===== src/rtl/adc_channel_sequencer.sv =====
// adc_channel_sequencer
//
// Purpose:
//   Round-robin conversion scheduler for a 4-input serial ADC. Time is cut
//   into frames of FRAME_LEN sclk cycles. At each frame boundary the next
//   enabled channel is chosen and presented on adc_addr for the following
//   frame. The ADC converts that address one frame later, and the result is
//   tagged with its channel and stored as the latest value for that channel.
//
// Ports:
//   clk          in   1     ADC sclk, all state updates on the rising edge
//   rst_n        in   1     synchronous reset, active low
//   chan_en      in   4     channel enable mask (bit i = channel i)
//   adc_addr     out  2     channel address driven to the ADC this frame
//   adc_data     in   DW    conversion result from the ADC interface
//   frame_start  out  1     high during the first cycle of every frame
//   sample       out  DW    most recently delivered result
//   sample_chan  out  2     channel that produced sample
//   sample_valid out  1     one-cycle pulse when sample/sample_chan update
//   chan_data    out  4*DW  latest result per channel, ch i at [i*DW +: DW]

module adc_channel_sequencer #(
  parameter int FRAME_LEN = 16,
  parameter int DW        = 12
) (
  input  logic            clk,
  input  logic            rst_n,
  input  logic [3:0]      chan_en,
  output logic [1:0]      adc_addr,
  input  logic [DW-1:0]   adc_data,
  output logic            frame_start,
  output logic [DW-1:0]   sample,
  output logic [1:0]      sample_chan,
  output logic            sample_valid,
  output logic [4*DW-1:0] chan_data
);

  localparam int CW = (FRAME_LEN > 1) ? $clog2(FRAME_LEN) : 1;
  localparam logic [CW-1:0] LAST = CW'(FRAME_LEN - 1);

  logic [CW-1:0] fcnt;
  logic          cur_vld;
  logic [1:0]    pend_chan;
  logic          pend_vld;
  logic          first;

  logic [1:0]    search_start;
  logic [1:0]    next_chan;
  logic [1:0]    idx;
  logic          found;

  assign frame_start = (fcnt == '0);

  // Round-robin pick: scan the mask upward from search_start with wrap.
  // Iterating from the farthest offset down lets the nearest enabled
  // channel overwrite any farther candidate.
  always_comb begin
    search_start = first ? 2'd0 : adc_addr + 2'd1;
    next_chan    = adc_addr;
    found        = 1'b0;
    idx          = 2'd0;
    for (int k = 3; k >= 0; k--) begin
      idx = search_start + 2'(k);
      if (chan_en[idx]) begin
        next_chan = idx;
        found     = 1'b1;
      end
    end
  end

  // Frame counter and the two-stage conversion pipeline. cur_* tracks the
  // address being driven now; pend_* tracks the address being converted now,
  // whose result arrives on adc_data at the last cycle of this frame.
  always_ff @(posedge clk) begin
    if (!rst_n) begin
      fcnt         <= '0;
      adc_addr     <= 2'd0;
      cur_vld      <= 1'b0;
      pend_chan    <= 2'd0;
      pend_vld     <= 1'b0;
      first        <= 1'b1;
      sample       <= '0;
      sample_chan  <= 2'd0;
      sample_valid <= 1'b0;
      chan_data    <= '0;
    end else begin
      sample_valid <= 1'b0;
      fcnt         <= (fcnt == LAST) ? '0 : fcnt + CW'(1);
      if (fcnt == LAST) begin
        if (pend_vld) begin
          sample                        <= adc_data;
          sample_chan                   <= pend_chan;
          chan_data[pend_chan*DW +: DW] <= adc_data;
          sample_valid                  <= 1'b1;
        end
        pend_chan <= adc_addr;
        pend_vld  <= cur_vld;
        // With an empty mask the address is left where it was so the ADC
        // keeps seeing a stable value; the slot is simply marked invalid.
        if (found) begin
          adc_addr <= next_chan;
          cur_vld  <= 1'b1;
          first    <= 1'b0;
        end else begin
          cur_vld  <= 1'b0;
        end
      end
    end
  end

endmodule

===== config.mk =====
export PLATFORM = sky130hd
export DESIGN_NAME = adc_channel_sequencer
export DESIGN_NICKNAME = d
export VERILOG_FILES = /design/src/rtl/adc_channel_sequencer.sv
export SDC_FILE = /design/constraint.sdc
export NUM_CORES = 1
export LEC_CHECK = 0
export BUFFER_PORTS_ARGS = -buffer_cell sky130_fd_sc_hd__buf_2
export CAP_MARGIN = 10
export CORE_MARGIN = 8
export CORE_UTILIZATION = 58
export CTS_CLUSTER_DIAMETER = 30
export DETAILED_ROUTE_END_ITERATION = 10
export PLACE_DENSITY = 0.85
export SYNTH_ARGS = -nofsm -noshare
export SYNTH_HDL_FRONTEND = slang
export SYNTH_SLANG_ARGS = --single-unit

===== constraint.sdc =====
create_clock -name clk -period 4.75 [get_ports clk]
set_input_delay 0.95 -clock clk [delete_from_list [all_inputs] [get_ports clk]]
set_output_delay 0.95 -clock clk [all_outputs]
set_load 0.05 [all_outputs]

# Word-level counts from Yosys, hierarchy flattened
# Index checks and enable logic that the tools add are counted.
# totals
in_bits	18
out_inout_bits	66
wordCells	52
register_bits	74
# op_classes
n_shift	2
mux	20
n_addsub	6
magnitude_cmp	4
n_eq_ne	1
reduce_logical	7
bitwise	1
n_mul	1
# ops
cell	count
$bwmux W48	1
$shift A12 B34 Y48 const A	1
$shiftx A12 B34 Y48	1
$neg A6 Y34	1
$lt A2 B3 Y1 const B	4
$mux W1	10
$mux W2	5
$bmux W1 S2	4
$reduce_and A2 Y1	3
$add A2 B1 Y2 const B	2
$add A2 B2 Y2 const B	2
$add A4 B1 Y4 const B	1
$eq A4 B4 Y1 const B	1
$logic_not A4 Y1	1
$mul A2 B2 Y4 const B	1
$reduce_bool A4 Y1	1
$reduce_and A3 Y1	1
$reduce_or A2 Y1	1
$not A1 Y1	1

# Depth between registers and ports, before layout
# Gate-level depths: netlist of run 1.
# depth
word_depth	10
mapped_depth	9

# Worst setup path before layout of run 1
# No wires, ideal clock.
# synth_timing
kind	register -> output
from	register fcnt[0]
to	output frame_start
path_slack_ns	2.140
path_stages_with_launch	4
required_ns	3.800
arrival_ns	1.660
path_buffers	0
path_cell_list	dfxtp_1 -> inv_1 -> ha_1 -> nor3b_1
# synth_between
elab_chain_len	1
# synth_lines
element	line	text
from (decl)	41	logic [CW-1:0] fcnt;
from (signal assigned)	88	fcnt <= (fcnt == LAST) ? '0 : fcnt + CW'(1);
$logic_not A4 Y1	52	assign frame_start = (fcnt == '0);
to (decl)	31	output logic frame_start,
# Every way passes these cells.

# Worst setup path after layout of run 1
# layout_timing
from	register pend_chan[0]
to	register chan_data[17]
# layout_between
elab_chain_len	4
elab_cells_between_ends	5
classes_between	add/sub (1); mul (1); shift (2); mux (1)
# layout_lines
element	line	text
from (decl)	43	logic [1:0] pend_chan;
from (signal assigned)	96	pend_chan <= adc_addr;
$mul A2 B2 Y4 (*)	93	chan_data[pend_chan*DW +: DW] <= adc_data;
$neg A6 Y34 (*)	93	
$shiftx A12 B34 Y48 / $shift A12 B34 Y48 (equally long branches)	93	
$bwmux W48 (*)	93	
to (signal, indexed assignment)	93	
to (decl)	35	output logic [4*DW-1:0] chan_data
# Every way passes the cells marked *; elsewhere a longest branch is shown, timed or not.
# A chain may end at the register's enable or synchronous reset.

==> results of run 1 <==
sequential cells by signal, summed over array words and instances, names as in the netlist:
register      flops
pend_vld          1
fcnt              4
chan_data        48
cur_vld           1
adc_addr          2
sample_chan       2
sample_valid      1
sample           12
pend_chan         2
first             1
per-layer routing:
layer / wire length (um) / global-route usage / part of all wire / vias up
met2: 4260 / 0.342 / 0.47 / 120
met4: 184 / 0.0884 / 0.020 / 0
met1: 3810 / 0.251 / 0.42 / 1527
met3: 832 / 0.0563 / 0.092 / 20
met5: 0 / 0 / 0 / -
li1: - / - / - / 1601
metrics by stage:
stage	area, sq um	util	power, mW	hold slack (ns)	cells
CTS	4120	0.692	1.12	0.449	563
finish	4120	0.692	1.11	0.447	563
global placement	3950	0.663	0.695	0.437	548
global route	4120	0.692	1.15	0.471	563
floorplan	3580	-	0.671	0.478	420
detailed placement	3950	0.663	0.697	0.439	548
Yosys cell counts, types with 2 or more instances:
cell type	n
buf_4	2
nand3_1	20
nand4_2	2
or3_1	17
and2_1	7
nor2b_1	8
ha_1	8
and3b_1	3
a21boi_1	9
nor3b_1	3
nand2_1	82
nor2_1	10
inv_1	8
nand4_1	10
a31oi_1	5
mux2i_1	7
a22o_1	9
a21boi_0	51
and3_1	5
dfxtp_1	74
clkbuf_1	19
o21ai_0	7
and4_1	3
a21oi_1	5
mux2_2	5
or2_0	3
a21o_1	3
and2_0	3
buf_2	8
a311oi_1	4
a221oi_1	2
cell type report:
class	instances	area [sq um]
timing repair buffer	83	415
clock buffer	12	155
tap	75	93.8
inverter	9	33.8
sequential	74	1480
clock inverter	3	15.0
multi-input combinational	307	1930
fill	497	1830
worst max-delay path, delay by kind of cell, from the launching register on:
kind | cells | cell delay, ns
AND/OR/NAND/NOR | 3 | 1.36
AO/OA/AOI/OAI | 1 | 0.17
flip-flops | 1 | 0.65
buffers and inverters | 1 | 0.27
adder cells (fa/ha/maj) | 1 | 0.75
final timing paths:
kind	start	endpoint	cells after the start
min reg2reg	chan_data[35]	chan_data[35]	2
min	chan_data[35]	chan_data[35]	2
max reg2reg	pend_chan[0]	chan_data[17]	6
max	pend_chan[0]	chan_data[17]	6
cells in the final DEF, fill, tap and decap left out, types with 2 or more instances in the layout:
| cell type | n |
|---|---|
| and2_0 | 3 |
| nor3b_1 | 3 |
| a221oi_1 | 2 |
| a22o_1 | 9 |
| a31oi_1 | 5 |
| a21o_1 | 3 |
| nand3_1 | 20 |
| buf_2 | 83 |
| mux2i_1 | 7 |
| and3_1 | 5 |
| a21oi_1 | 5 |
| and2_1 | 7 |
| nand4_1 | 10 |
| ha_1 | 8 |
| o21ai_0 | 7 |
| and3b_1 | 3 |
| clkinv_2 | 3 |
| clkbuf_8 | 11 |
| inv_1 | 8 |
| nor2b_1 | 8 |
| mux2_2 | 5 |
| nand4_2 | 2 |
| a21boi_0 | 51 |
| nor2_1 | 10 |
| dfxtp_1 | 74 |
| a311oi_1 | 4 |
| a21boi_1 | 9 |
| or3_1 | 17 |
| nand2_1 | 82 |
| and4_1 | 3 |
| or2_0 | 3 |
cells by family (layout without fill, tap and decap cells):
logic type,Yosys count,in the layout,share of synthesized area
flip-flops,74,74,0.414
XOR/XNOR,1,1,0.00245
AO/OA/AOI/OAI,101,101,0.208
AND/OR/NAND/NOR,185,185,0.265
multiplexers,12,12,0.0353
adder cells (fa/ha/maj),8,8,0.0280
buffers and inverters,39,107,0.0479
power by group through the flow:
stage	Sequential, mW	Clock (mW)	Combinational, mW
after floorplan	0.638	0	0.0328
after global placement	0.638	0	0.0568
after detailed placement	0.639	0	0.0580
after CTS	0.624	0.437	0.0580
after global routing	0.624	0.463	0.0637
final	0.624	0.430	0.0592
==> results.json, run 1 <==
{
  "startpoint_type": "register",
  "p_int_mw": 0.858,
  "max_stage_delay_ns": 0.75,
  "dieHeight_um": 94.6,
  "fin_skew_ns": 0.00690,
  "seq_power_share": 0.561,
  "routed-via-count": 3268,
  "switching_share": 0.229,
  "tritoncts": "done",
  "power.density_nw_per_um2": 270,
  "cts_hold_buf": 0,
  "grt_start_max_net_pins": 75,
  "hp-class": "reg -> reg",
  "regToRegSetupSlack_ns": 1.47,
  "grt_pass1_wl_um": 15000,
  "leakage_nw": 1.68,
  "seq_area_frac_synth": 0.414,
  "synth_top_flop_cell": "dfxtp_1",
  "max-slew-margin-rel": 0.340,
  "required_ns": 5.02,
  "root_buffer": "clkbuf_8",
  "endpoint_kind": "register",
  "rows": 28,
  "synth_seq_cells": 74,
  "drc_errors": 0,
  "clock-sinks": 74,
  "core_area_sq_um": 5960,
  "port_buffers": 83,
  "clk_latency_ns": 0.34,
  "syn_area_per_cell_sq_um": 8.52,
  "synth_top_area_frac": 0.414,
  "fin_crit_sh": 0.691,
  "post-cts-setup-buffer-count": 0,
  "fmax_mhz": 305,
  "ir_worst_vdd_mv": 0.192,
  "timing.setup.tns_ns": 0,
  "diodes": 0,
  "syn_to_final_growth_pct": 15.1,
  "grtUsageTotal": 0.208,
  "power_switching_mw": 0.255,
  "dieArea_sq_um": 8940,
  "final_net_count": 510,
  "async_reset_ff_frac": 0,
  "syn-num-nets": 446,
  "arrival_ns": 3.56,
  "min_period_ns": 3.28,
  "antenna_found_initial": 0,
  "drtPass1Iterations": 4,
  "drt-initial-drc-count": 201,
  "post_cts_resized": 0,
  "cts_buffer_depth": 2,
  "grt.overflow.total": 0,
  "max-cap-violations": 0,
  "die_w_um": 94.6,
  "syn_inst": 420,
  "synth_area_sq_um": 3580,
  "setup_viol": 0,
  "final_max_slew_viol_count": 0,
  "layout_setup_ws_ns": 1.47,
  "ys_types": 49,
  "cp_cell_sequence": "inv_2, ha_1, nor2b_1, nand4b_1, or3_1, a21boi_0",
  "yosysWarnings": 0,
  "routabilityCongestion": 0.823,
  "first_global_vias": 3190,
  "hold_viol": 0,
  "yosys.area.top_type": "dfxtp_1",
  "wl_per_cell_um": 16.1,
  "tightest_slew_ns": 0.990,
  "rsz0062_at_grt": "false",
  "drive_above_1_share": 0.223,
  "htree_num_levels": 3,
  "status": "finished clean",
  "routed_wl_um": 9090,
  "crit_fanout": 21,
  "cts_made_buffers": 9,
  "dp_hpwl_um": 6490,
  "antenna_left": 0,
  "clkSlewWorstSetupHoldPaths_ns": 0.07,
  "synthTopCellsByArea": "dfxtp_1, a21boi_0, nand2_1",
  "power_frac_comb": 0.053,
  "post-place-ws_ns": 1.61,
  "initial_core_util": 0.601,
  "clockPowerShare": 0.386,
  "avgViaCountPerCell": 5.80,
  "crit_slowest_cell": "ha_1",
  "criticalPathCategory": "reg -> reg",
  "ios": 84,
  "synth_edf_count": 0
}
(Power assumes the default switching activity.)
==> inputs of run 2 (changes only) <==
--- a/config.mk
+++ b/config.mk
@@ -8,10 +8,10 @@
 export BUFFER_PORTS_ARGS = -buffer_cell sky130_fd_sc_hd__buf_2
 export CAP_MARGIN = 10
 export CORE_MARGIN = 8
-export CORE_UTILIZATION = 58
+export CORE_UTILIZATION = 48
 export CTS_CLUSTER_DIAMETER = 30
 export DETAILED_ROUTE_END_ITERATION = 10
-export PLACE_DENSITY = 0.85
+export PLACE_DENSITY = 0.75
 export SYNTH_ARGS = -nofsm -noshare
 export SYNTH_HDL_FRONTEND = slang
 export SYNTH_SLANG_ARGS = --single-unit
==> constraint.sdc (replaced) <==
create_clock -name clk -period 3 [get_ports clk]
set_input_delay 0.6 -clock clk [delete_from_list [all_inputs] [get_ports clk]]
set_output_delay 0.6 -clock clk [all_outputs]
set_load 0.05 [all_outputs]
==> results.json, run 2 (same netlist as run 1, synthesis figures left out) <==
{
  "status": "finished clean",
  "grt_start_max_net_pins": 44,
  "routed_wl_um": 9370,
  "final_net_count": 513,
  "routed-via-count": 3248,
  "min_period_ns": 2.49,
  "routabilityCongestion": 0.873,
  "crit_slowest_cell": "nor2b_1",
  "crit_fanout": 21,
  "cp_cell_sequence": "inv_2, ha_1, nor2b_1, nand4b_1, or3_1, a21boi_0",
  "dieHeight_um": 102,
  "criticalPathCategory": "reg -> reg",
  "hp-class": "reg -> reg",
  "arrival_ns": 2.76,
  "tritoncts": "done",
  "rsz0062_at_grt": "false",
  "clkSlewWorstSetupHoldPaths_ns": 0.07,
  "fillers": 692,
  "post-place-ws_ns": 0.552,
  "layout_commonest_cell": "buf_2",
  "max-slew-margin-rel": 0.568,
  "root_buffer": "clkbuf_8",
  "reg_top3": "chan_data x48, sample x12, fcnt x4",
  "hp-start": "chan_data[29]",
  "avgViaCountPerCell": 5.50,
  "leakage_nw": 1.71,
  "required_ns": 3.27,
  "initial_core_util": 0.494,
  "final_max_slew_viol_count": 0,
  "final-seq-area_sq_um": 1480,
  "drive_above_1_share": 0.230,
  "path_buf_inv": 1,
  "regMostFlops": "chan_data",
  "ios": 84,
  "mostFrequentLayoutCells": "buf_2, nand2_1, dfxtp_1, a21boi_0, nand3_1",
  "antenna_left": 0,
  "endpoint_kind": "register",
  "multiInputGateArea_sq_um": 1930,
  "max_stage_delay_ns": 0.55,
  "ir_worst_vdd_mv": 0.278,
  "antenna_found_initial": 0,
  "fin_util": 0.580,
  "drc_errors": 0,
  "dp_hpwl_um": 6720,
  "first_global_vias": 3113,
  "port_buffers": 83,
  "syn_to_final_growth_pct": 17.5,
  "drt-initial-drc-count": 196,
  "tightest_slew_ns": 0.647,
  "hold_viol": 0,
  "drtPass1Iterations": 4,
  "fmax_mhz": 402,
  "timing.setup.tns_ns": 0,
  "post_cts_resized": 0,
  "rows": 31,
  "wl_per_cell_um": 15.8,
  "layout_setup_ws_ns": 0.512,
  "grt.overflow.total": 0,
  "cp_top_family": "simple AND/OR/NAND/NOR gates",
  "grt_pass1_wl_um": 14900,
  "setup_viol": 0,
  "cts_buffer_depth": 2,
  "cts_made_buffers": 9,
  "power.density_nw_per_um2": 440,
  "diodes": 0,
  "die_w_um": 102,
  "largest_reg_flops": 48,
  "max-cap-violations": 0,
  "crit_start": "pend_chan[0]",
  "startpoint_type": "register",
  "core_area_sq_um": 7250,
  "totalPowerFinal_mw": 1.85,
  "grtUsageTotal": 0.181,
  "dieArea_sq_um": 10500,
  "regToRegStartpoint": "pend_chan[0]",
  "cts_hold_buf": 0,
  "fin_crit_sh": 0.829,
  "fin_skew_ns": 0.00671,
  "htree_num_levels": 3,
  "clk_latency_ns": 0.35,
  "clock-sinks": 74,
  "post-cts-setup-buffer-count": 0
}
[run 2: worst paths after layout]
| check | cells after the start | endpoint | slack (ns) |
|---|---|---|---|
| max | 6 | chan_data[16] | 0.51 |
| min | 2 | chan_data[29] | 0.45 |
| max reg2reg | 6 | chan_data[16] | 0.51 |
| min reg2reg | 2 | chan_data[29] | 0.45 |
[run 2: worst min-delay path: cells and delay by family, from the launching register on]
kind / cells / cell delay, ns
DFF: 1 / 0.31
and+or+nand+nor: 1 / 0.05
AOI/OAI and AO/OA: 1 / 0.05
[run 2: cell type report]
class | instances | area share
clock buffer | 15 | 0.0467
clock inverter | 1 | 0.00119
inverter | 9 | 0.00803
multi-input combinational | 307 | 0.458
sequential | 74 | 0.352
tap | 99 | 0.0295
timing repair buffer | 86 | 0.104
[run 2: per-layer routing]
metal / vias up / GRT usage / part of all wire / routed length (um)
met5: - / 0 / 0 / 0
met4: 0 / 0.0734 / 0.014 / 130
met3: 11 / 0.0572 / 0.073 / 686
met2: 95 / 0.301 / 0.48 / 4540
met1: 1533 / 0.211 / 0.43 / 4010
li1: 1609 / - / - / -
[run 2: metrics by stage]
| stage | cell area (sq um) | instances | hold slack (ns) |
|---|---|---|---|
| 2_1_floorplan | 3580 | 420 | 0.478 |
| 3_3_place_gp | 4000 | 575 | 0.438 |
| 3_5_place_dp | 4000 | 575 | 0.440 |
| 4_1_cts | 4210 | 591 | 0.450 |
| 5_1_grt | 4210 | 591 | 0.463 |
| 6_report | 4210 | 591 | 0.446 |
[run 2: report_power, final]
| group | internal [mW] | switching [mW] |
|---|---|---|
| registers | 0.985 | 0.00339 |
| clock network | 0.413 | 0.353 |
| logic | 0.0368 | 0.0571 |
| total | 1.43 | 0.414 |
